`src/rtl/pipelined_adder_if.sv`:
```
// Operand/result handshake bundle for pipelined_adder; OVF exists only when
// PIPELINED_ADDER_OVF_EN is defined.
interface pipelined_adder_if #(
  parameter int WIDTH = 32
);
  logic [WIDTH-1:0] A;
  logic [WIDTH-1:0] B;
  logic             Cin;
  logic             in_valid;
  logic             in_ready;
  logic [WIDTH-1:0] S;
  logic             Cout;
  logic             out_valid;
  logic             out_ready;
`ifdef PIPELINED_ADDER_OVF_EN
  logic             OVF;

  modport master (output A, B, Cin, in_valid, out_ready,
                  input  in_ready, S, Cout, out_valid, OVF);
  modport slave  (input  A, B, Cin, in_valid, out_ready,
                  output in_ready, S, Cout, out_valid, OVF);
`else
  modport master (output A, B, Cin, in_valid, out_ready,
                  input  in_ready, S, Cout, out_valid);
  modport slave  (input  A, B, Cin, in_valid, out_ready,
                  output in_ready, S, Cout, out_valid);
`endif
endinterface

```
`src/rtl/pipelined_adder.sv`:
```
// WIDTH-bit adder resolved one WIDTH/STAGES-bit slice per clock under valid/ready flow control.
// Define PIPELINED_ADDER_OVF_EN to add the registered signed-overflow output OVF.
module pipelined_adder #(
  parameter int WIDTH  = 32,
  parameter int STAGES = 4
) (
  input logic              clk,
  input logic              rst,
  pipelined_adder_if.slave bus
);
  localparam int SW = (STAGES > 0) ? WIDTH / STAGES : 1;

  logic en;
  logic out_vld;

  if ((WIDTH < 1) || (STAGES < 1) || (STAGES > WIDTH) ||
      ((WIDTH % ((STAGES < 1) ? 1 : STAGES)) != 0)) begin : g_param_check
    $error("pipelined_adder: WIDTH must be a positive multiple of STAGES, 1 <= STAGES <= WIDTH");
  end

  assign en           = !out_vld || bus.out_ready;
  assign bus.in_ready = en && !rst;

  for (genvar k = 0; k < STAGES - 1; k++) begin : g_fwd
    localparam int RW = WIDTH - (k + 1) * SW;
    logic [RW-1:0] opa_in;
    logic [RW-1:0] opb_in;
    logic [RW-1:0] opa_r;
    logic [RW-1:0] opb_r;

    if (k == 0) begin : g_src
      assign opa_in = bus.A[WIDTH-1:SW];
      assign opb_in = bus.B[WIDTH-1:SW];
    end else begin : g_src
      assign opa_in = g_fwd[k-1].opa_r[RW+SW-1:SW];
      assign opb_in = g_fwd[k-1].opb_r[RW+SW-1:SW];
    end

    // Upper operand slices wait here until their own stage comes up.
    always_ff @(posedge clk) begin
      if (rst) begin
        opa_r <= '0;
        opb_r <= '0;
      end else if (en) begin
        opa_r <= opa_in;
        opb_r <= opb_in;
      end
    end
  end

  for (genvar k = 0; k < STAGES; k++) begin : g_stage
    logic [SW-1:0]       a_sl;
    logic [SW-1:0]       b_sl;
    logic                c_in;
    logic                v_in;
    logic [SW:0]         slice;
    logic [(k+1)*SW-1:0] sum_nxt;
    logic [(k+1)*SW-1:0] sum_r;
    logic                cy_r;
    logic                vld_r;

    if (k == 0) begin : g_src
      assign a_sl    = bus.A[SW-1:0];
      assign b_sl    = bus.B[SW-1:0];
      assign c_in    = bus.Cin;
      assign v_in    = bus.in_valid;
      assign sum_nxt = slice[SW-1:0];
    end else begin : g_src
      assign a_sl    = g_fwd[k-1].opa_r[SW-1:0];
      assign b_sl    = g_fwd[k-1].opb_r[SW-1:0];
      assign c_in    = g_stage[k-1].cy_r;
      assign v_in    = g_stage[k-1].vld_r;
      assign sum_nxt = {slice[SW-1:0], g_stage[k-1].sum_r};
    end

    assign slice = {1'b0, a_sl} + {1'b0, b_sl} + {{SW{1'b0}}, c_in};

    // Resolve this slice; valid bit, partial sum and carry advance together.
    always_ff @(posedge clk) begin
      if (rst) begin
        vld_r <= 1'b0;
        cy_r  <= 1'b0;
        sum_r <= '0;
      end else if (en) begin
        vld_r <= v_in;
        cy_r  <= slice[SW];
        sum_r <= sum_nxt;
      end
    end

    if (k == STAGES - 1) begin : g_out
      assign out_vld       = vld_r;
      assign bus.out_valid = vld_r;
      assign bus.S         = sum_r;
      assign bus.Cout      = cy_r;
`ifdef PIPELINED_ADDER_OVF_EN
      logic ovf_r;

      // Carry into the MSB is recovered from the MSB sum bit and its operand bits.
      always_ff @(posedge clk) begin
        if (rst) begin
          ovf_r <= 1'b0;
        end else if (en) begin
          ovf_r <= (slice[SW-1] ^ a_sl[SW-1] ^ b_sl[SW-1]) ^ slice[SW];
        end
      end

      assign bus.OVF = ovf_r;
`endif
    end
  end
endmodule

```
`src/flat_wrapper.sv`:
```
// flat-port wrapper written by rule: the top's interface ports become plain ports
module pipelined_adder_flat 
#(
  parameter int WIDTH  = 32,
  parameter int STAGES = 4
)
  (clk, rst, bus_A, bus_B, bus_Cin, bus_in_valid, bus_out_ready, bus_in_ready, bus_S, bus_Cout, bus_out_valid);
  pipelined_adder_if #(.WIDTH(WIDTH)) bus_i ();
  input logic clk;
  input logic rst;
  input wire logic [$bits(bus_i.A)-1:0] bus_A;
  input wire logic [$bits(bus_i.B)-1:0] bus_B;
  input wire logic [$bits(bus_i.Cin)-1:0] bus_Cin;
  input wire logic [$bits(bus_i.in_valid)-1:0] bus_in_valid;
  input wire logic [$bits(bus_i.out_ready)-1:0] bus_out_ready;
  output wire logic [$bits(bus_i.in_ready)-1:0] bus_in_ready;
  output wire logic [$bits(bus_i.S)-1:0] bus_S;
  output wire logic [$bits(bus_i.Cout)-1:0] bus_Cout;
  output wire logic [$bits(bus_i.out_valid)-1:0] bus_out_valid;
  assign bus_i.A = bus_A;
  assign bus_i.B = bus_B;
  assign bus_i.Cin = bus_Cin;
  assign bus_i.in_valid = bus_in_valid;
  assign bus_i.out_ready = bus_out_ready;
  assign bus_in_ready = bus_i.in_ready;
  assign bus_S = bus_i.S;
  assign bus_Cout = bus_i.Cout;
  assign bus_out_valid = bus_i.out_valid;
  pipelined_adder #(.WIDTH(WIDTH), .STAGES(STAGES)) u_core (.clk(clk), .rst(rst), .bus(bus_i));
endmodule
```
`config.mk`:
```
export PLATFORM = sky130hd
export DESIGN_NAME = pipelined_adder_flat
export DESIGN_NICKNAME = d
export VERILOG_FILES = /design/src/rtl/pipelined_adder_if.sv /design/src/rtl/pipelined_adder.sv /design/src/flat_wrapper.sv
export SDC_FILE = /design/constraint.sdc
export NUM_CORES = 1
export LEC_CHECK = 0
export CORE_MARGIN = 2
export CORE_UTILIZATION = 32
export DETAILED_ROUTE_END_ITERATION = 8
export MAX_ROUTING_LAYER = met4
export PLACE_DENSITY = 0.53
export SLEW_MARGIN = 25
export SYNTH_ARGS = -nofsm -noshare
export SYNTH_HDL_FRONTEND = slang
export SYNTH_SLANG_ARGS = --single-unit
```
`constraint.sdc`:
```
create_clock -name clk -period 2.65 [get_ports clk]
set_input_delay 0.3975 -clock clk [delete_from_list [all_inputs] [get_ports clk]]
set_output_delay 0.3975 -clock clk [all_outputs]
set_load 0.02 [all_outputs]
```
==> results.toml, run 1 <==
[die]
io_pins = 104
dieArea_sq_mm = 0.0249
start_util = 0.325
die_x_um = 158
coreArea_sq_mm = 0.0233
core.rowCount = 56
die_y_um = 158

[worst_setup_path]
rrSetupSlack_ns = 0.42
required_ns = 2.25
rr_startpoint = "u_core.g_stage[2].cy_r"
crit_arrival_ns = 1.88
r2r_cells = 7
critPathKind = "in2out"
path_max_fanout = 2
cp-end-kind = "primary output"
worstSetupStartpointType = "input port"
cp-startpoint = "bus_out_ready"

[timing]
setup-violations-final = 0
slew_violations = 0
period_needed_ns = 2.28
hold_viol = 0
tightest_slew_ns = 0.742
period_share = 0.860
relSlewSlack = 0.504
rsz0062_at_grt = "false"
skew_ns = 0.00960
clock.fmax_ghz = 0.439

[cells_and_area]
nets = 1105
instances_no_fill = 1332
drive_gt1_frac = 0.0523
n_fill_cell = 2467
final_cell_mix = "nand2_1, dfxtp_1, a21oi_1, clkdlybuf4s50_1, ha_1"
diodes = 0
areaGrowthSynthToFinish_pct = 25.4
layout_commonest_cell = "nand2_1"
utilization = 0.407

[route]
vias = 6165
firstDrtPassIters = 5
route.antenna.remaining_nets = 0
finalWirelength_mm = 17.3
drt-vias-per-instance = 4.63
drt_iter0_drc = 350
wl_per_cell_um = 13.0
drc_errors = 0

[logic_synthesis]
ys_ff_latch = 184
syn_avg_cell_area_sq_um = 8.17
synth_xor_area_frac = 0.0139
synth_top_family_by_area = "simple AND/OR/NAND/NOR gates"
ys_seq_area_frac = 0.486
syn_nets = 1033
synth_top_area_cell = "dfxtp_1"
synth_compound_area_frac = 0.178
synth_mux_area_frac = 0.00743
yosys.area_share.simple = 0.207
ys.flop_type = "dfxtp_1"
yosysUniqueCellTypes = 44
synth_area_leaders = "dfxtp_1, nand2_1, a21oi_1"
synth-edff-count = 0
yosys_warnings = 0
synthArstFlopShare = 0
synth_adder_area_share = 0.0673
syn_area_sq_mm = 0.00758
synth_top_area_share = 0.486
synthCells = 928

[cts]
root_buffer = "clkbuf_16"
cts_resized = 0
h-tree-depth = 4
cts_setup_buffers = 0
clk_path_buf_depth = 2
cts_tree = "yes"
postCtsHoldBufs = 0
clk_pin_slew_worst_paths_ns = 0.07
clock_sinks = 184
clk_latency_ns = 0.43
cts_inserted_buffers = 17

[global_routing]
grt_max_degree = 148
grt_pass1_vias = 5740
grt_pass1_wl_mm = 28.8
antenna_found_initial = 0
overflow = 0
track_usage = 0.149

[placed_design]
hpwl_mm = 11.4
port_buffers = 103
dp_cells = 1300
place.gp.congestion = 0.795

[run_status]
outcome = "complete, no violations"

[hold_path]
hp-class = "in2reg"
hold_depth = 2
min_from = "rst"

[pwr]
vdd_drop_max_uv = 314
p_leak_nw = 3.72
power.density_mw_per_mm2 = 650

[flow_run]
max_cap_viol_count = 0
## cell families after synthesis
kind of cell,Yosys count
fa+ha+maj,36
xor+xnor,12
simple gates,381
flops,184
buf+inv,72
compound gates,238
mux,5
## power by group
part | total, mW | leakage (nW) | internal [mW] | switching, mW
logic | 0.602 | 1.92 | 0.300 | 0.302
clock network | 2.57 | 0.290 | 1.37 | 1.20
registers | 3.00 | 1.51 | 2.92 | 0.0856
total | 6.18 | 3.72 | 4.59 | 1.59
## layer usage
metal	part of all wire	global-route usage
met5	0	-
met4	0.012	0.0468
met3	0.030	0.0282
met2	0.43	0.215
met1	0.52	0.209
## through the flow
step | setup TNS (ns) | setup slack (ns) | instance area (sq um) | total power, mW | hold WS (ns)
floorplan | 0 | 0.570 | 7580 | 3.41 | 0.425
global placement | 0 | 0.0260 | 8910 | 3.67 | 0.437
detailed placement | -0.00356 | -0.00356 | 8910 | 3.68 | 0.443
CTS | 0 | 0.347 | 9510 | 6.26 | 0.316
global route | 0 | 0.309 | 9510 | 6.46 | 0.345
finish | 0 | 0.371 | 9510 | 6.18 | 0.330
## synthesized netlist by cell type (3+ instances only)
cell and instances:
clkbuf_1 32, nand3_1 6, nor2_1 13, nor2b_1 3, ha_1 28, xnor2_1 8, inv_1 10, buf_1 6
nand2_1 317, a211oi_1 12, nor3b_1 4, o2bb2ai_1 3, nand3b_1 9, or3_1 5, nor3_1 5, dfxtp_1 184
nand4_1 4, xor2_1 4, mux2_2 5, a21o_1 13, o22ai_1 3, fa_1 8, o21ai_0 10, o21bai_1 4
and3_1 5, a21oi_1 176, nand2b_1 3, buf_2 23
## worst paths after layout
| kind | endpoint |
|---|---|
| worst max register to register | u_core.bus.S[30] |
| worst min-delay path | u_core.bus.S[26] |
| worst min register to register | u_core.g_fwd[1].opb_r[14] |
| worst max-delay path | bus_in_ready |
## state kept, by name, indices dropped and copies added, names as in the netlist
register	cells
u_core.g_stage.sum_r	48
u_core.bus.S	32
u_core.g_fwd.opa_r	48
u_core.g_fwd.opb_r	48
u_core.g_stage.vld_r	3
u_core.g_stage.cy_r	3
u_core.bus.Cout	1
u_core.bus.out_valid	1
## cell type report
class / instances / area (sq um) / share of cell area
Inverter: 10 / 37.5 / 0.00395
Tap cell: 319 / 399 / 0.0420
Multi-Input combinational cell: 672 / 3600 / 0.379
Clock buffer: 18 / 439 / 0.0462
Sequential cell: 184 / 3680 / 0.387
Timing Repair Buffer: 115 / 1180 / 0.125
Clock inverter: 14 / 158 / 0.0166
## critical path: stages
cell and delay (ns):
clkdlybuf4s50_1 0.52, nand2b_4 0.16, nand2b_1 0.09, inv_1 0.10
clkdlybuf4s50_1 0.61
No activity file was read; power rests on OpenSTA's default activity.
==> run 2, diff against run 1 <==
--- a/config.mk
+++ b/config.mk
@@ -5,6 +5,7 @@
 export SDC_FILE = /design/constraint.sdc
 export NUM_CORES = 1
 export LEC_CHECK = 0
+export ABC_AREA = 1
 export CORE_MARGIN = 2
 export CORE_UTILIZATION = 32
 export DETAILED_ROUTE_END_ITERATION = 8
==> run 2 against run 1 <==
  * Flip-flop and latch count stayed put
  * Critical path type unchanged
  * Combinational power is 18% higher
  * Clock-buffer cell count is 3 higher
  * Sequential share of layout area is 0.58 points lower
  * Sequential power is 2% higher
  * Critical path depth is 1 lower
  * Utilization is 0.71 points lower
  * Die area is 2.5% higher
  * Cell count is 8.6% higher
  * Global-route usage is 0.59 points lower
  * Setup slack better by 0.087 ns
==> results.toml, run 2 <==
[timing]
slew_violations = 0
setup-violations-final = 0
skew_ns = 0.0112
clock.fmax_ghz = 0.456
tightest_slew_ns = 0.468
relSlewSlack = 0.688
setup_tns_ns = 0
hold_viol = 0
setup_ws_ns = 0.458
period_needed_ns = 2.19
rsz0062_at_grt = "false"
period_share = 0.827
fin_hold_ws_ns = 0.450

[cts]
cts_tree = "yes"
root_buffer = "clkbuf_16"
postCtsHoldBufs = 0
h-tree-depth = 4
cts_inserted_buffers = 17
clk_pin_slew_worst_paths_ns = 0.06
clk_path_buf_depth = 2
cts_resized = 0
clk_latency_ns = 0.43
clock_sinks = 184
cts_setup_buffers = 0

[logic_synthesis]
synth-edff-count = 0
synthCells = 1035
synth_top_area_share = 0.474
yosysMostFrequentCell = "nor2_1"
yosys-top-cells-count = "nor2_1, dfxtp_1, o21ai_0, nand2_1, inv_1"
syn_avg_cell_area_sq_um = 7.51
syn_area_sq_mm = 0.00777
yosys_warnings = 0
synthArstFlopShare = 0
ys_seq_area_frac = 0.474
syn_nets = 1140
synth_area_leaders = "dfxtp_1, nor2_1, o21ai_0"
ys_ff_latch = 184
yosysUniqueCellTypes = 27
ys.flop_type = "dfxtp_1"
synth_top_area_cell = "dfxtp_1"

[cells_and_area]
n_fill_cell = 2616
drive_gt1_frac = 0.0427
multi_input_area_sq_mm = 0.00351
layout_commonest_cell = "nor2_1"
areaGrowthSynthToFinish_pct = 24.1
largestRegisters = "u_core.g_fwd.opa_r (48), u_core.g_fwd.opb_r (48), u_core.g_stage.sum_r (48)"
diodes = 0
seq_area_sq_mm = 0.00368
utilization = 0.400
nets = 1219
final_cell_mix = "nor2_1, dfxtp_1, o21ai_0, clkdlybuf4s50_1, nand2_1"

[pwr]
swShare = 0.242
power.density_mw_per_mm2 = 644
p_leak_nw = 4.68
power_frac_comb = 0.114
power_switching_mw = 1.50
clkPwrFrac = 0.394
vdd_drop_max_uv = 325
p_int_mw = 4.71
pwr-share-seq = 0.491

[die]
core.rowCount = 57
die_x_um = 160
start_util = 0.323
io_pins = 104
dieArea_sq_mm = 0.0256
coreArea_sq_mm = 0.0241
die_y_um = 160

[global_routing]
antenna_found_initial = 0
track_usage = 0.143
overflow = 0
grt_pass1_wl_mm = 29.3
grt_pass1_vias = 6189
grt_max_degree = 125

[worst_setup_path]
cp-end-kind = "primary output"
rr_startpoint = "u_core.g_stage[1].cy_r"
path_max_fanout = 5
r2r-end = "u_core.g_stage[2].sum_r[22]"
r2r_cells = 10
crit_arrival_ns = 1.79
critPathKind = "in2out"
cp-startpoint = "bus_out_ready"
required_ns = 2.25
crit_end = "bus_in_ready"
rrSetupSlack_ns = 0.72
worstSetupStartpointType = "input port"

[route]
firstDrtPassIters = 4
drc_errors = 0
vias = 6442
route.antenna.remaining_nets = 0
drt-vias-per-instance = 4.45
finalWirelength_mm = 17.1
drt_iter0_drc = 285
wl_per_cell_um = 11.8

[flow_run]
max_cap_viol_count = 0

[run_status]
outcome = "complete, no violations"

[placed_design]
port_buffers = 103
hpwl_mm = 11.5
place_ws_ns = 0.271
place.gp.congestion = 0.782

[hold_path]
hp-class = "reg2reg"
run 2: cell types whose count changed in the layout (fill, tap and decap cells not counted), moves of 6 or more:
cell,previous run,this run
nand3_1,6,37
nor2_1,13,301
xor2_1,4,10
o21ai_1,0,22
o21ai_0,10,149
xnor2_1,8,2
nand2_1,317,98
buf_4,7,13
a21oi_1,176,38
inv_1,10,73
a211oi_1,12,2
a21o_1,13,0
run 2: worst min-delay path by stage:
stage	startpoint	slack [ns]	depth (start not counted)	end
after floorplan	u_core.g_stage[2].sum_r[21]	0.43	2	u_core.bus.S[21]
after global placement	u_core.g_stage[1].sum_r[13]	0.44	2	u_core.g_stage[2].sum_r[13]
after detailed placement	u_core.g_stage[2].sum_r[23]	0.44	2	u_core.bus.S[23]
after CTS	u_core.g_stage[0].sum_r[7]	0.46	2	u_core.g_stage[1].sum_r[7]
after global routing	u_core.g_stage[0].sum_r[7]	0.47	2	u_core.g_stage[1].sum_r[7]
final	u_core.g_stage[0].sum_r[7]	0.45	2	u_core.g_stage[1].sum_r[7]
run 2: worst max-delay path: stages:
cell             delay [ns]
clkdlybuf4s50_1        0.44
nor2_4                 0.34
nor2_1                 0.07
clkdlybuf4s50_1        0.54
run 2: logic make-up (layout without fill, tap and decap cells):
family | count (synthesis) | count (layout) | share of synthesized area
AO/OA/AOI/OAI | 217 | 217 | 0.142
buffers and inverters | 135 | 223 | 0.0753
XOR/XNOR | 12 | 12 | 0.0135
flip-flops | 184 | 184 | 0.474
adder cells (fa/ha/maj) | 36 | 36 | 0.0657
AND/OR/NAND/NOR | 451 | 451 | 0.230
run 2: routing by layer:
| layer | wire [um] | share of wire | track usage |
|---|---|---|---|
| met2 | 7950 | 0.47 | 0.237 |
| met5 | 0 | 0 | - |
| met4 | 177 | 0.010 | 0.0405 |
| met3 | 467 | 0.027 | 0.0296 |
| met1 | 8480 | 0.50 | 0.176 |
run 2: power groups by stage:
stage / Clock [mW] / Sequential [mW] / Combinational, mW
6_report: 2.45 / 3.05 / 0.709
5_1_grt: 2.66 / 3.08 / 0.811
4_1_cts: 2.54 / 3.05 / 0.723
2_1_floorplan: 0 / 3.12 / 0.412
3_3_place_gp: 0 / 3.11 / 0.712
3_5_place_dp: 0 / 3.12 / 0.719
run 2: area by class of cell:
| class | count | share of cell area |
|---|---|---|
| clock buffer | 21 | 0.0477 |
| tap | 324 | 0.0420 |
| sequential | 184 | 0.382 |
| inverter | 75 | 0.0299 |
| clock inverter | 7 | 0.0101 |
| multi-input combinational | 716 | 0.363 |
| timing repair buffer | 120 | 0.125 |
run 2: stage by stage:
stage	power, mW	area, sq um	instances
floorplan	3.54	7770	1035
global placement	3.83	9090	1419
detailed placement	3.84	9090	1419
CTS	6.32	9650	1447
global route	6.55	9650	1447
finish	6.21	9650	1447
==> run 3, diff against run 2 <==
--- a/config.mk
+++ b/config.mk
@@ -10,7 +10,7 @@
 export CORE_UTILIZATION = 32
 export DETAILED_ROUTE_END_ITERATION = 8
 export MAX_ROUTING_LAYER = met4
-export PLACE_DENSITY = 0.53
+export PLACE_DENSITY = 0.55
 export SLEW_MARGIN = 25
 export SYNTH_ARGS = -nofsm -noshare
 export SYNTH_HDL_FRONTEND = slang
==> constraint.sdc (replaced) <==
create_clock -name clk -period 2 [get_ports clk]
set_input_delay 0.3 -clock clk [delete_from_list [all_inputs] [get_ports clk]]
set_output_delay 0.3 -clock clk [all_outputs]
set_load 0.02 [all_outputs]
==> run 3 against run 2 <==
  * Sequential power up 32%
  * Cell area is 1.3% higher
  * Combinational power is 35% higher
  * Sequential share of layout area fell by 0.47 points
  * Register-to-register slack worse by 0.50 ns
  * Largest cell class unchanged
  * Highest routed layer unchanged
==> results.toml, run 3 (synthesized netlist as in run 2, its figures left out) <==
[run_status]
outcome = "complete, no violations"

[route]
route.antenna.remaining_nets = 0
drt_iter0_drc = 267
finalWirelength_mm = 16.8
wl_per_cell_um = 11.5
firstDrtPassIters = 4
vias = 6406
drc_errors = 0
drt-vias-per-instance = 4.39

[cts]
clk_latency_ns = 0.43
clk_pin_slew_worst_paths_ns = 0.07
cts_setup_buffers = 0
h-tree-depth = 4
cts_tree = "yes"
clk_path_buf_depth = 2
postCtsHoldBufs = 0
clock_sinks = 184
root_buffer = "clkbuf_16"
cts_inserted_buffers = 17

[cells_and_area]
diodes = 0
drive_gt1_frac = 0.0546
layout_commonest_cell = "nor2_1"
nets = 1229
instances_no_fill = 1460
n_fill_cell = 2619
final_cell_mix = "nor2_1, dfxtp_1, o21ai_0, clkdlybuf4s50_1, nand2_1"
areaGrowthSynthToFinish_pct = 25.7
largestRegisters = "u_core.g_fwd.opa_r (48), u_core.g_fwd.opb_r (48), u_core.g_stage.sum_r (48)"

[worst_setup_path]
rr_startpoint = "u_core.g_stage[1].cy_r"
r2r_cells = 10
critPathKind = "in2reg"
required_ns = 2.33
path_max_fanout = 2
rrSetupSlack_ns = 0.22
crit_arrival_ns = 2.13
r2r-end = "u_core.g_stage[2].sum_r[22]"
cp-end-kind = "flip-flop"
worstSetupStartpointType = "input port"

[global_routing]
grt_pass1_vias = 6045
globalRouteMet3Util = 0.0286
use_met2 = 0.224
grt_max_degree = 97
overflow = 0
grt_util_met1 = 0.177
track_usage = 0.140
antenna_found_initial = 0
top_usage_layer = "met2"
grt_pass1_wl_mm = 28.5

[placed_design]
dp_cells = 1429
port_buffers = 103
place.gp.congestion = 0.785
hpwl_mm = 11.5

[timing]
period_share = 0.901
setup-violations-final = 0
fin_hold_ws_ns = 0.452
hold_viol = 0
rsz0062_at_grt = "false"
skew_ns = 0.00879
tightest_slew_ns = 0.482
slew_violations = 0
relSlewSlack = 0.679
period_needed_ns = 1.80
clock.fmax_ghz = 0.555

[die]
coreArea_sq_mm = 0.0241
die_y_um = 160
core.rowCount = 57
die_x_um = 160
io_pins = 104
start_util = 0.323
dieArea_sq_mm = 0.0256

[flow_run]
max_cap_viol_count = 0

[pwr]
power.density_mw_per_mm2 = 837
p_leak_nw = 4.75
finalPower_mw = 8.18
vdd_drop_max_uv = 339

[hold_path]
hp-class = "reg2reg"
min_from = "u_core.g_stage[1].sum_r[15]"
hold_depth = 2
holdPathEnd = "u_core.g_stage[2].sum_r[15]"
==> run 3: final cells by class <==
class / instances / area, sq um / share of cell area
flip-flops and latches: 184 / 3680 / 0.377
multi-input cells: 716 / 3510 / 0.359
repair buffers: 130 / 1340 / 0.137
clock buffers: 19 / 433 / 0.0443
well taps: 324 / 405 / 0.0415
inverters: 75 / 289 / 0.0296
clock inverters: 12 / 116 / 0.0119
==> run 3: how the worst max path moves through the flow <==
stage / start / endpoint / cells past startpoint
floorplan: u_core.g_stage[1].cy_r / u_core.g_stage[2].sum_r[20] / 9
global placement: bus_Cin / u_core.g_stage[0].sum_r[4] / 10
detailed placement: bus_Cin / u_core.g_stage[0].sum_r[4] / 10
CTS: u_core.bus.out_valid / bus_in_ready / 4
global route: u_core.g_stage[1].cy_r / u_core.g_stage[2].sum_r[22] / 10
finish: bus_Cin / u_core.g_stage[0].sum_r[4] / 10
==> run 3: report_power, final <==
group	switching, mW	total [mW]	internal, mW	leakage [nW]
logic	0.499	0.959	0.460	2.97
registers	0.124	4.04	3.92	1.52
clock network	1.46	3.18	1.73	0.265
total	2.08	8.18	6.11	4.75
==> run 3: metal layers <==
layer	wire length, um	up-vias	part of all wire
met5	0	-	0
met4	246	0	0.015
met3	453	22	0.027
met2	7600	76	0.45
met1	8510	2812	0.51
li1	-	3496	-
==> run 3: worst max-delay path, stage by stage <==
cell	delay (ns)
clkdlybuf4s50_1	0.43
fa_1	0.47
fa_1	0.40
nand2_1	0.07
nand2_1	0.06
nand2_1	0.07
xor2_1	0.15
nand2_1	0.06
nand3_1	0.08
inv_1	0.03
==> run 3: metrics by stage <==
step | util | TNS (ns) | worst slack [ns] | area (sq um)
CTS | 0.405 | 0 | 0.0379 | 9770
detailed placement | 0.382 | -0.741 | -0.246 | 9220
global placement | 0.382 | -0.652 | -0.223 | 9220
global route | 0.405 | 0 | 0.0351 | 9770
floorplan | - | 0 | 0.277 | 7770
finish | 0.405 | 0 | 0.198 | 9770
==> run 3: timing repair <==
action | 4_1_cts | 5_1_grt
setup endpoints to repair | 0 | 2
hold endpoints to repair | 0 | 0
gates resized for setup | 0 | 2
